==> src/rtl/na_conf_fetch_pkg.sv <==
// Shared definitions for the NoC adapter configuration fetcher:
// register map, AHB-Lite encodings and the fetch FSM states.
package na_conf_fetch_pkg;

    localparam logic [3:0] REG_TILEID   = 4'd0;
    localparam logic [3:0] REG_NUMTILES = 4'd1;
    localparam logic [3:0] REG_CONF     = 4'd3;
    localparam logic [3:0] REG_COREBASE = 4'd4;
    localparam logic [3:0] REG_NUMCTS   = 4'd10;

    localparam logic [2:0] LAST_IDX = 3'd4;

    localparam logic [1:0] HTRANS_IDLE   = 2'b00;
    localparam logic [1:0] HTRANS_NONSEQ = 2'b10;
    localparam logic [2:0] HSIZE_WORD    = 3'b010;
    localparam logic [2:0] HBURST_SINGLE = 3'b000;
    localparam logic [3:0] HPROT_DATA    = 4'b0011;

    typedef enum logic [2:0] {
        ST_IDLE = 3'd0,
        ST_ADDR = 3'd1,
        ST_DATA = 3'd2,
        ST_DONE = 3'd3,
        ST_ERR  = 3'd4
    } state_e;

    // Byte offset of the idx-th register in fetch order.
    function automatic logic [15:0] reg_offset(input logic [2:0] idx);
        logic [3:0] word;
        case (idx)
            3'd0:    word = REG_TILEID;
            3'd1:    word = REG_NUMTILES;
            3'd2:    word = REG_CONF;
            3'd3:    word = REG_COREBASE;
            default: word = REG_NUMCTS;
        endcase
        return {10'd0, word, 2'b00};
    endfunction

endpackage

==> src/rtl/na_conf_fetch.sv <==
// Reads the tile configuration block over AHB-Lite, one single
// non-sequential word read per register, with per-beat timeout.
module na_conf_fetch
    import na_conf_fetch_pkg::*;
#(
    parameter int          XLEN      = 32,
    parameter logic [15:0] BASE      = 16'h0000,
    parameter bit          AUTOSTART = 1'b1,
    parameter int          TIMEOUT   = 255
) (
    input  logic            clk,
    input  logic            rst,
    input  logic            start,
    output logic            busy,
    output logic            done,
    output logic            error,
    output logic            conf_valid,
    output logic [XLEN-1:0] tile_id,
    output logic [XLEN-1:0] num_tiles,
    output logic [XLEN-1:0] corebase,
    output logic [XLEN-1:0] num_cts,
    output logic [1:0]      conf_flags,
    output logic            hsel,
    output logic [15:0]     haddr,
    output logic [XLEN-1:0] hwdata,
    output logic            hwrite,
    output logic [2:0]      hsize,
    output logic [2:0]      hburst,
    output logic [3:0]      hprot,
    output logic [1:0]      htrans,
    output logic            hmastlock,
    input  logic [XLEN-1:0] hrdata,
    input  logic            hready,
    input  logic            hresp
);

    localparam int CW = (TIMEOUT < 1) ? 1 : $clog2(TIMEOUT + 1);
    localparam logic [CW-1:0] CNT_MAX = CW'(TIMEOUT);

    state_e          state_q, state_d;
    logic [2:0]      idx_q, idx_d;
    logic [CW-1:0]   cnt_q, cnt_d;
    logic [CW-1:0]   cnt_inc;
    logic            arm_q, arm_d;
    logic            error_q, error_d;
    logic            valid_q, valid_d;
    logic [XLEN-1:0] tile_id_q, tile_id_d;
    logic [XLEN-1:0] num_tiles_q, num_tiles_d;
    logic [XLEN-1:0] corebase_q, corebase_d;
    logic [XLEN-1:0] num_cts_q, num_cts_d;
    logic [1:0]      conf_flags_q, conf_flags_d;

    assign cnt_inc = (&cnt_q) ? cnt_q : cnt_q + CW'(1);

    always_comb begin
        state_d      = state_q;
        idx_d        = idx_q;
        cnt_d        = cnt_q;
        arm_d        = 1'b0;
        error_d      = error_q;
        valid_d      = valid_q;
        tile_id_d    = tile_id_q;
        num_tiles_d  = num_tiles_q;
        corebase_d   = corebase_q;
        num_cts_d    = num_cts_q;
        conf_flags_d = conf_flags_q;
        case (state_q)
            ST_IDLE: begin
                // arm_q is only set in the first cycle after reset
                if (start || (AUTOSTART && arm_q)) begin
                    state_d = ST_ADDR;
                    idx_d   = 3'd0;
                    cnt_d   = '0;
                    error_d = 1'b0;
                    valid_d = 1'b0;
                end
            end
            ST_ADDR: begin
                if (hready) begin
                    state_d = ST_DATA;
                end
            end
            ST_DATA: begin
                if (hresp) begin
                    state_d = ST_ERR;
                end else if (hready) begin
                    case (idx_q)
                        3'd0:    tile_id_d    = hrdata;
                        3'd1:    num_tiles_d  = hrdata;
                        3'd2:    conf_flags_d = hrdata[1:0];
                        3'd3:    corebase_d   = hrdata;
                        default: num_cts_d    = hrdata;
                    endcase
                    cnt_d = '0;
                    if (idx_q < LAST_IDX) begin
                        idx_d   = idx_q + 3'd1;
                        state_d = ST_ADDR;
                    end else begin
                        state_d = ST_DONE;
                    end
                end else begin
                    cnt_d = cnt_inc;
                    if (cnt_inc >= CNT_MAX) begin
                        state_d = ST_ERR;
                    end
                end
            end
            ST_DONE: begin
                valid_d = 1'b1;
                state_d = ST_IDLE;
            end
            ST_ERR: begin
                error_d = 1'b1;
                state_d = ST_IDLE;
            end
            default: begin
                state_d = ST_IDLE;
            end
        endcase
    end

    always_ff @(posedge clk) begin
        if (rst) begin
            state_q      <= ST_IDLE;
            idx_q        <= 3'd0;
            cnt_q        <= '0;
            arm_q        <= AUTOSTART;
            error_q      <= 1'b0;
            valid_q      <= 1'b0;
            tile_id_q    <= '0;
            num_tiles_q  <= '0;
            corebase_q   <= '0;
            num_cts_q    <= '0;
            conf_flags_q <= 2'b00;
        end else begin
            state_q      <= state_d;
            idx_q        <= idx_d;
            cnt_q        <= cnt_d;
            arm_q        <= arm_d;
            error_q      <= error_d;
            valid_q      <= valid_d;
            tile_id_q    <= tile_id_d;
            num_tiles_q  <= num_tiles_d;
            corebase_q   <= corebase_d;
            num_cts_q    <= num_cts_d;
            conf_flags_q <= conf_flags_d;
        end
    end

    assign busy       = (state_q == ST_ADDR) || (state_q == ST_DATA);
    assign done       = (state_q == ST_DONE) || (state_q == ST_ERR);
    assign error      = error_q;
    assign conf_valid = valid_q;
    assign tile_id    = tile_id_q;
    assign num_tiles  = num_tiles_q;
    assign corebase   = corebase_q;
    assign num_cts    = num_cts_q;
    assign conf_flags = conf_flags_q;

    assign hsel      = (state_q == ST_ADDR);
    assign htrans    = (state_q == ST_ADDR) ? HTRANS_NONSEQ : HTRANS_IDLE;
    assign haddr     = BASE + reg_offset(idx_q);
    assign hwdata    = '0;
    assign hwrite    = 1'b0;
    assign hsize     = HSIZE_WORD;
    assign hburst    = HBURST_SINGLE;
    assign hprot     = HPROT_DATA;
    assign hmastlock = 1'b0;

endmodule

==> config.mk <==
export PLATFORM = sky130hd
export DESIGN_NAME = na_conf_fetch
export DESIGN_NICKNAME = d
export VERILOG_FILES = /design/src/rtl/na_conf_fetch_pkg.sv /design/src/rtl/na_conf_fetch.sv
export SDC_FILE = /design/constraint.sdc
export NUM_CORES = 1
export LEC_CHECK = 0
export BUFFER_PORTS_ARGS = -buffer_cell sky130_fd_sc_hd__buf_2
export CORE_MARGIN = 5
export CORE_UTILIZATION = 49
export CTS_CLUSTER_DIAMETER = 100
export CTS_CLUSTER_SIZE = 8
export DETAILED_ROUTE_END_ITERATION = 8
export GPL_TIMING_DRIVEN = 0
export HOLD_SLACK_MARGIN = 0.15
export PLACE_DENSITY = 0.84
export SETUP_SLACK_MARGIN = 0.05
export SLEW_MARGIN = 10
export SYNTH_ARGS = -nofsm -noshare
export SYNTH_HDL_FRONTEND = slang
export SYNTH_SLANG_ARGS = --single-unit
==> constraint.sdc <==
create_clock -name clk -period 1.9 [get_ports clk]
set_input_delay 0.19 -clock clk [delete_from_list [all_inputs] [get_ports clk]]
set_output_delay 0.19 -clock clk [all_outputs]
set_load 0.01 [all_outputs]
==> impl_metrics.yaml, run 1 <==
placement:
  portBuffers: 176
  dp_hpwl_um: 12400
  place_ws_ns: -0.0730
  gpl.final_weighted_congestion: 0.935
sta:
  worst_slack_ns: 0.0601
  hold_slack_ns: 0.249
  hold_viol: 0
  fin_crit_sh_pct: 96.8
  report.final.slew_viol_count: 0
  finalSetupViolCount: 0
  tightestPinTransition_ns: 0.694
  final.min_clock_period_ns: 1.84
  rsz0062_at_grt: "yes"
  relSlewSlack_pct: 53.3
  max_freq_mhz: 543
  skew_ns: 0.00647
finish:
  area_growth_syn_to_layout_pct: 37.7
  final_nets: 1019
  drive_above_1_share_pct: 30.9
  num_antenna_cells: 0
synth:
  syn_avg_cell_area_um2: 8.81
  yosys_warnings: 0
  synth-seq-cells: 147
  syn_inst: 690
  synth_area_mm2: 0.00608
  ys_types: 48
  ys_seq_area_share_pct: 48.4
  synth-main-ff-cell: "dfxtp_1"
  synth_edf_count: 0
  synthArstFlopShare_pct: 0
route:
  wl_um: 18000
  vias: 5617
  drtPass1Iterations: 5
  drc: 0
  drt_iter0_markers: 436
  drtAntennaViolNets: 0
  viasPerCell: 4.86
  routedWlPerCell_um: 15.6
worst_setup_path:
  r2r-start: "state_q[2]"
  r2r-end: "tile_id[16]"
  cp.required_ns: 2.18
  arrival_ns: 2.12
  crit_family: "buffers and inverters"
  slowest_delay_ns: 0.54
  start_kind: "primary input"
  path_buf_inv: 4
  critPathMaxFanout: 10
  critPathKind: "primary input to flip-flop"
  slowest_stage: "dlygate4sd3_1"
  path_cells: "dlygate4sd3_1 -> buf_2 -> and4bb_2 -> and4_1 -> buf_6 -> buf_12 -> mux2i_2 -> nor2_1"
  critPathCaptureType: "flip-flop"
  reg2reg_setup_slack_ns: 0.09
  rr_worst_depth: 7
floorplan:
  die_h_um: 121
  core_mm2: 0.0121
  die_w_um: 121
  pin_count: 234
  rows: 40
  die-area_mm2: 0.0147
  initial_utilization_pct: 50.2
global_route:
  grtUsageTotal_pct: 23.9
  grt_pass1_vias: 5467
  grt-ovfl-total: 0
  antenna_found_initial: 0
  grt_max_degree: 17
  grt_pass1_wl_um: 27900
clocking:
  numCtsBuffers: 17
  ctsHtreeMaxLevel: 4
  clk_pin_slew_ns: 0.06
  cts_tree: "yes"
  clock_latency_ns: 0.41
  clockBufferDepth: 2
  cts.sinks: 147
  cts_root_buf: "clkbuf_16"
status:
  status: "completed"
power_and_ir_drop:
  p_per_area_mw_per_mm2: 798
  vdd.ir_drop.worst_mv: 0.795
  total_leakage_power_nw: 3.72
min_path:
  hp-class: "primary input to flip-flop"
  min_to: "cnt_q[5]"
  holdPathStages: 3
  hp-start: "start"
job:
  drv_cap: 0
==> kinds of logic (layout without fill, tap and decap cells) <==
kind of cell / Yosys count / count (layout) / synth area share (%)
and+or+nand+nor: 259 / 259 / 18.4
adders and majority gates: 6 / 6 / 1.23
AOI/OAI and AO/OA: 100 / 100 / 9.45
other: 2 / 57 / 0.124
buffers and inverters: 109 / 351 / 11.4
muxes: 66 / 66 / 10.9
xor gates and xnor gates: 1 / 1 / 0.144
DFF: 147 / 147 / 48.4
==> cells in the mapped netlist (2+ instances only) <==
library cell	number	share of area [%]
and2_1	2	0.21
ha_1	6	1.2
or2_2	2	0.21
buf_6	6	1.1
nand2_1	139	8.6
a41oi_1	2	0.29
nand3_1	11	0.91
buf_2	6	0.49
mux2i_1	66	11
nand4_1	5	0.51
nor2b_1	4	0.41
clkbuf_1	29	1.8
inv_1	5	0.31
and4_1	6	0.86
nor3_2	2	0.33
dfxtp_1	147	48
nor2_1	73	4.5
nor3_1	5	0.41
o21ai_0	5	0.41
buf_4	62	7.7
conb_1	2	0.12
a2bb2oi_1	2	0.29
a21oi_1	78	6.4
==> cells in the final DEF (no fill, tap or decap), types with 2 or more instances in the layout <==
master         instances
clkbuf_8               3
buf_4                 63
a2bb2oi_1              2
and4_1                 5
and2_1                 2
inv_1                  4
o21ai_0                5
mux2i_1               63
nand4_1                5
buf_2                181
buf_6                  2
clkbuf_2               9
or2_2                  2
clkbuf_1              24
nand3_1               11
clkbuf_16             17
buf_8                  5
inv_2                  2
a41oi_1                2
clkinv_2               3
conb_1                57
nor2_1                73
dfxtp_1              146
dlygate4sd3_1         35
ha_1                   5
nand2_1              139
nor3_1                 5
nor2b_1                4
mux2i_2                3
a21oi_1               78
==> tightest hold or removal path, cell delays in order <==
cell	delay, ns
buf_2	0.12
o311a_1	0.19
a311oi_2	0.10
==> cell type report <==
class,instances,area (µm²)
clock inverter,5,52.6
tap,168,210
buffer,102,717
fill,966,3740
inverter,6,22.5
sequential,147,2940
timing repair buffer,213,1250
multi-input combinational,489,2690
clock buffer,25,485
==> worst max-delay path by stage <==
stage,start,endpoint,slack (ns),cells after the start
2_1_floorplan,cnt_q[0],cnt_q[5],0.28,6
3_3_place_gp,idx_q[2],corebase[0],-0.007,6
3_5_place_dp,idx_q[2],corebase[4],-0.07,6
4_1_cts,idx_q[2],corebase[27],0.05,6
5_1_grt,state_q[2],num_tiles[25],-0.0009,7
6_report,hresp,tile_id[16],0.06,8
==> where the power goes <==
| part | internal [W] | switching, W | total (W) |
|---|---|---|---|
| sequential | 0.00309 | 0.00000609 | 0.00310 |
| clock | 0.00188 | 0.00121 | 0.00309 |
| combinational | 0.000215 | 0.000272 | 0.000488 |
| total | 0.00519 | 0.00149 | 0.00668 |
==> metal layers <==
layer | part of all wire, % | track usage (%) | up-vias | routed length (µm)
li1 | - | - | 2747 | -
met5 | 0 | 0 | - | 0
met2 | 50 | 41.0 | 236 | 8970
met1 | 39 | 28.0 | 2598 | 7080
met3 | 8.3 | 8.16 | 36 | 1480
met4 | 2.4 | 7.77 | 0 | 439
==> sequential cells by signal, indices dropped and copies added, names as in the netlist <==
name        flops
corebase       32
num_cts        32
num_tiles      32
tile_id        32
cnt_q           8
idx_q           3
state_q         3
conf_flags      2
arm_q           1
conf_valid      1
error           1
==> stage by stage <==
step | area [µm²] | TNS (ns) | utilization (%) | std cells | power, W
6_report | 8370 | 0 | 69.1 | 1155 | 0.00668
5_1_grt | 8370 | -0.000919 | 69.1 | 1155 | 0.00691
4_1_cts | 8270 | 0 | 68.3 | 1154 | 0.00669
3_5_place_dp | 7380 | -0.567 | 60.9 | 1089 | 0.00357
3_3_place_gp | 7380 | -0.0337 | 60.9 | 1089 | 0.00357
2_1_floorplan | 6290 | 0 | - | 745 | 0.00344
==> what timing repair did <==
| action | CTS | global route |
|---|---|---|
| endpoints found under the hold margin | 134 | 0 |
| setup endpoints to repair | 45 | 110 |
| buffers inserted | 0 | 2 |
| hold buffers | 35 | 0 |
| pin swaps | 0 | 0 |
| resized for setup | 6 | 29 |
No activity file was read; power rests on OpenSTA's default activity.
==> run 2, diff against run 1 <==
--- a/config.mk
+++ b/config.mk
@@ -6,7 +6,7 @@
 export NUM_CORES = 1
 export LEC_CHECK = 0
 export BUFFER_PORTS_ARGS = -buffer_cell sky130_fd_sc_hd__buf_2
-export CORE_MARGIN = 5
+export CORE_MARGIN = 2
 export CORE_UTILIZATION = 49
 export CTS_CLUSTER_DIAMETER = 100
 export CTS_CLUSTER_SIZE = 8
==> constraint.sdc (replaced) <==
create_clock -name clk -period 2.25 [get_ports clk]
set_input_delay 0.225 -clock clk [delete_from_list [all_inputs] [get_ports clk]]
set_output_delay 0.225 -clock clk [all_outputs]
set_load 0.01 [all_outputs]
==> run 2 against run 1 <==
Power is 9.9% lower. Sequential power shrank 15%. Die area decreased by 9.6%. Worst hold slack got worse by 0.080 ns. Via count increased by 1.1%. Clock skew up 0.0019 ns. Clock power is 3% lower. Register-to-register slack gained 0.18 ns. Routed wire length fell by 3.0%. Cell count is the same. Combinational power down 18%. Critical path type is now flip-flop to flip-flop.
==> impl_metrics.yaml, run 2 (same netlist as run 1, synthesis figures left out) <==
status:
  status: "completed"
floorplan:
  die_w_um: 115
  initial_utilization_pct: 50.4
  pin_count: 234
  die-area_mm2: 0.0133
  rows: 40
  core_mm2: 0.0121
  die_h_um: 115
worst_setup_path:
  critPathKind: "flip-flop to flip-flop"
  start_kind: "flip-flop"
  reg2reg_setup_slack_ns: 0.27
  slowest_stage: "dfxtp_1"
  critPathMaxFanout: 10
  arrival_ns: 2.32
  r2r-end: "corebase[18]"
  rr_worst_depth: 6
  cp.required_ns: 2.59
  slowest_delay_ns: 0.46
  r2r-start: "idx_q[2]"
  critPathCaptureType: "flip-flop"
  path_cells: "inv_2 -> ha_1 -> nand4_1 -> clkbuf_1 -> nand2_1 -> a21oi_1"
power_and_ir_drop:
  total_leakage_power_nw: 3.70
  p_per_area_mw_per_mm2: 722
  vdd.ir_drop.worst_mv: 0.602
route:
  drc: 0
  drtAntennaViolNets: 0
  drt_iter0_markers: 369
  viasPerCell: 4.91
  drtPass1Iterations: 5
  vias: 5676
  routedWlPerCell_um: 15.1
  wl_um: 17400
global_route:
  grt_pass1_wl_um: 26800
  grt-ovfl-total: 0
  grtUsageTotal_pct: 26.1
  grt_max_degree: 17
  grt_pass1_vias: 5273
  antenna_found_initial: 0
finish:
  instances_no_fill: 1155
  fillers: 951
  mostFrequentLayoutCells: "182 x buf_2, 147 x dfxtp_1, 139 x nand2_1, 78 x a21oi_1, 73 x nor2_1"
  num_antenna_cells: 0
  drive_above_1_share_pct: 29.3
  final_nets: 1017
  ff_latch_area_mm2: 0.00294
  postLayoutCoreUtil_pct: 69.2
  multi_input_area_mm2: 0.00265
  area_growth_syn_to_layout_pct: 37.2
  final_common_cell: "buf_2"
clocking:
  ctsHtreeMaxLevel: 4
  numCtsBuffers: 17
  cts_root_buf: "clkbuf_16"
  cts_tree: "yes"
  clk_pin_slew_ns: 0.06
  cts_setup_buffers: 0
  clock_latency_ns: 0.43
  cts.sinks: 147
  clockBufferDepth: 2
sta:
  fin_tns_setup_ns: 0
  max_freq_mhz: 505
  fin_crit_sh_pct: 88.0
  finalSetupViolCount: 0
  skew_ns: 0.00841
  hold_viol: 0
  rsz0062_at_grt: "no"
  report.final.slew_viol_count: 0
  relSlewSlack_pct: 42.4
  final.min_clock_period_ns: 1.98
  tightestPinTransition_ns: 0.850
job:
  drv_cap: 0
min_path:
  hp-class: "primary input to flip-flop"
  hp-start: "hready"
  min_to: "state_q[0]"
  holdPathStages: 3
placement:
  gpl.final_weighted_congestion: 0.865
  dp_hpwl_um: 11800
  portBuffers: 176
  post-place-cells: 1089
==> run 2: final cells by class <==
class / instances / share of cell area (%)
Timing Repair Buffer: 210 / 14.6
Clock buffer: 20 / 5.35
Clock inverter: 12 / 2.14
Inverter: 6 / 0.270
Buffer: 103 / 8.05
Multi-Input combinational cell: 489 / 31.7
Tap cell: 168 / 2.52
Sequential cell: 147 / 35.3
==> run 2: repair_timing <==
action | in CTS | in global routing
setup endpoints to repair | 0 | 0
hold buffers | 34 | 0
gates resized for setup | 0 | 0
endpoints found under the hold margin | 131 | 0
==> run 2: how the worst max path moves through the flow <==
| stage | start | to | slack, ns | cells after the start |
|---|---|---|---|---|
| finish | idx_q[2] | corebase[18] | 0.27 | 6 |
| global route | hresp | num_cts[27] | 0.15 | 7 |
| CTS | idx_q[2] | corebase[18] | 0.30 | 6 |
| detailed placement | state_q[2] | num_cts[17] | 0.37 | 6 |
| global placement | state_q[2] | num_cts[23] | 0.40 | 6 |
| floorplan | cnt_q[0] | cnt_q[5] | 0.63 | 6 |
==> run 2: routing by layer <==
layer	track usage, %	part of all wire, %	vias up	routed length [µm]
met4	10.6	2.5	0	432
li1	-	-	2750	-
met2	44.0	49	255	8480
met1	30.8	41	2633	7190
met3	8.17	7.7	38	1340
met5	0	0	-	0
==> run 2: through the flow <==
step	total power, W	worst slack, ns	hold slack, ns	instance area [µm²]
2_1_floorplan	0.00290	0.633	0.253	6290
3_3_place_gp	0.00302	0.401	0.368	7380
3_5_place_dp	0.00302	0.375	0.370	7380
4_1_cts	0.00604	0.303	0.155	8340
5_1_grt	0.00619	0.153	0.186	8340
6_report	0.00602	0.271	0.169	8340
==> run 2: critical path, delay by kind of cell, from the launching register on <==
family / cells / cell delay [ns]
adders and majority gates: 1 / 0.26
DFF: 1 / 0.46
AOI/OAI and AO/OA: 1 / 0.19
buffers and inverters: 2 / 0.54
and+or+nand+nor: 2 / 0.43
==> run 2: where the power goes <==
group          switching, W  total, W  internal (W)
sequential       0.00000471   0.00262       0.00261
clock               0.00112   0.00300       0.00189
combinational      0.000224  0.000401      0.000177
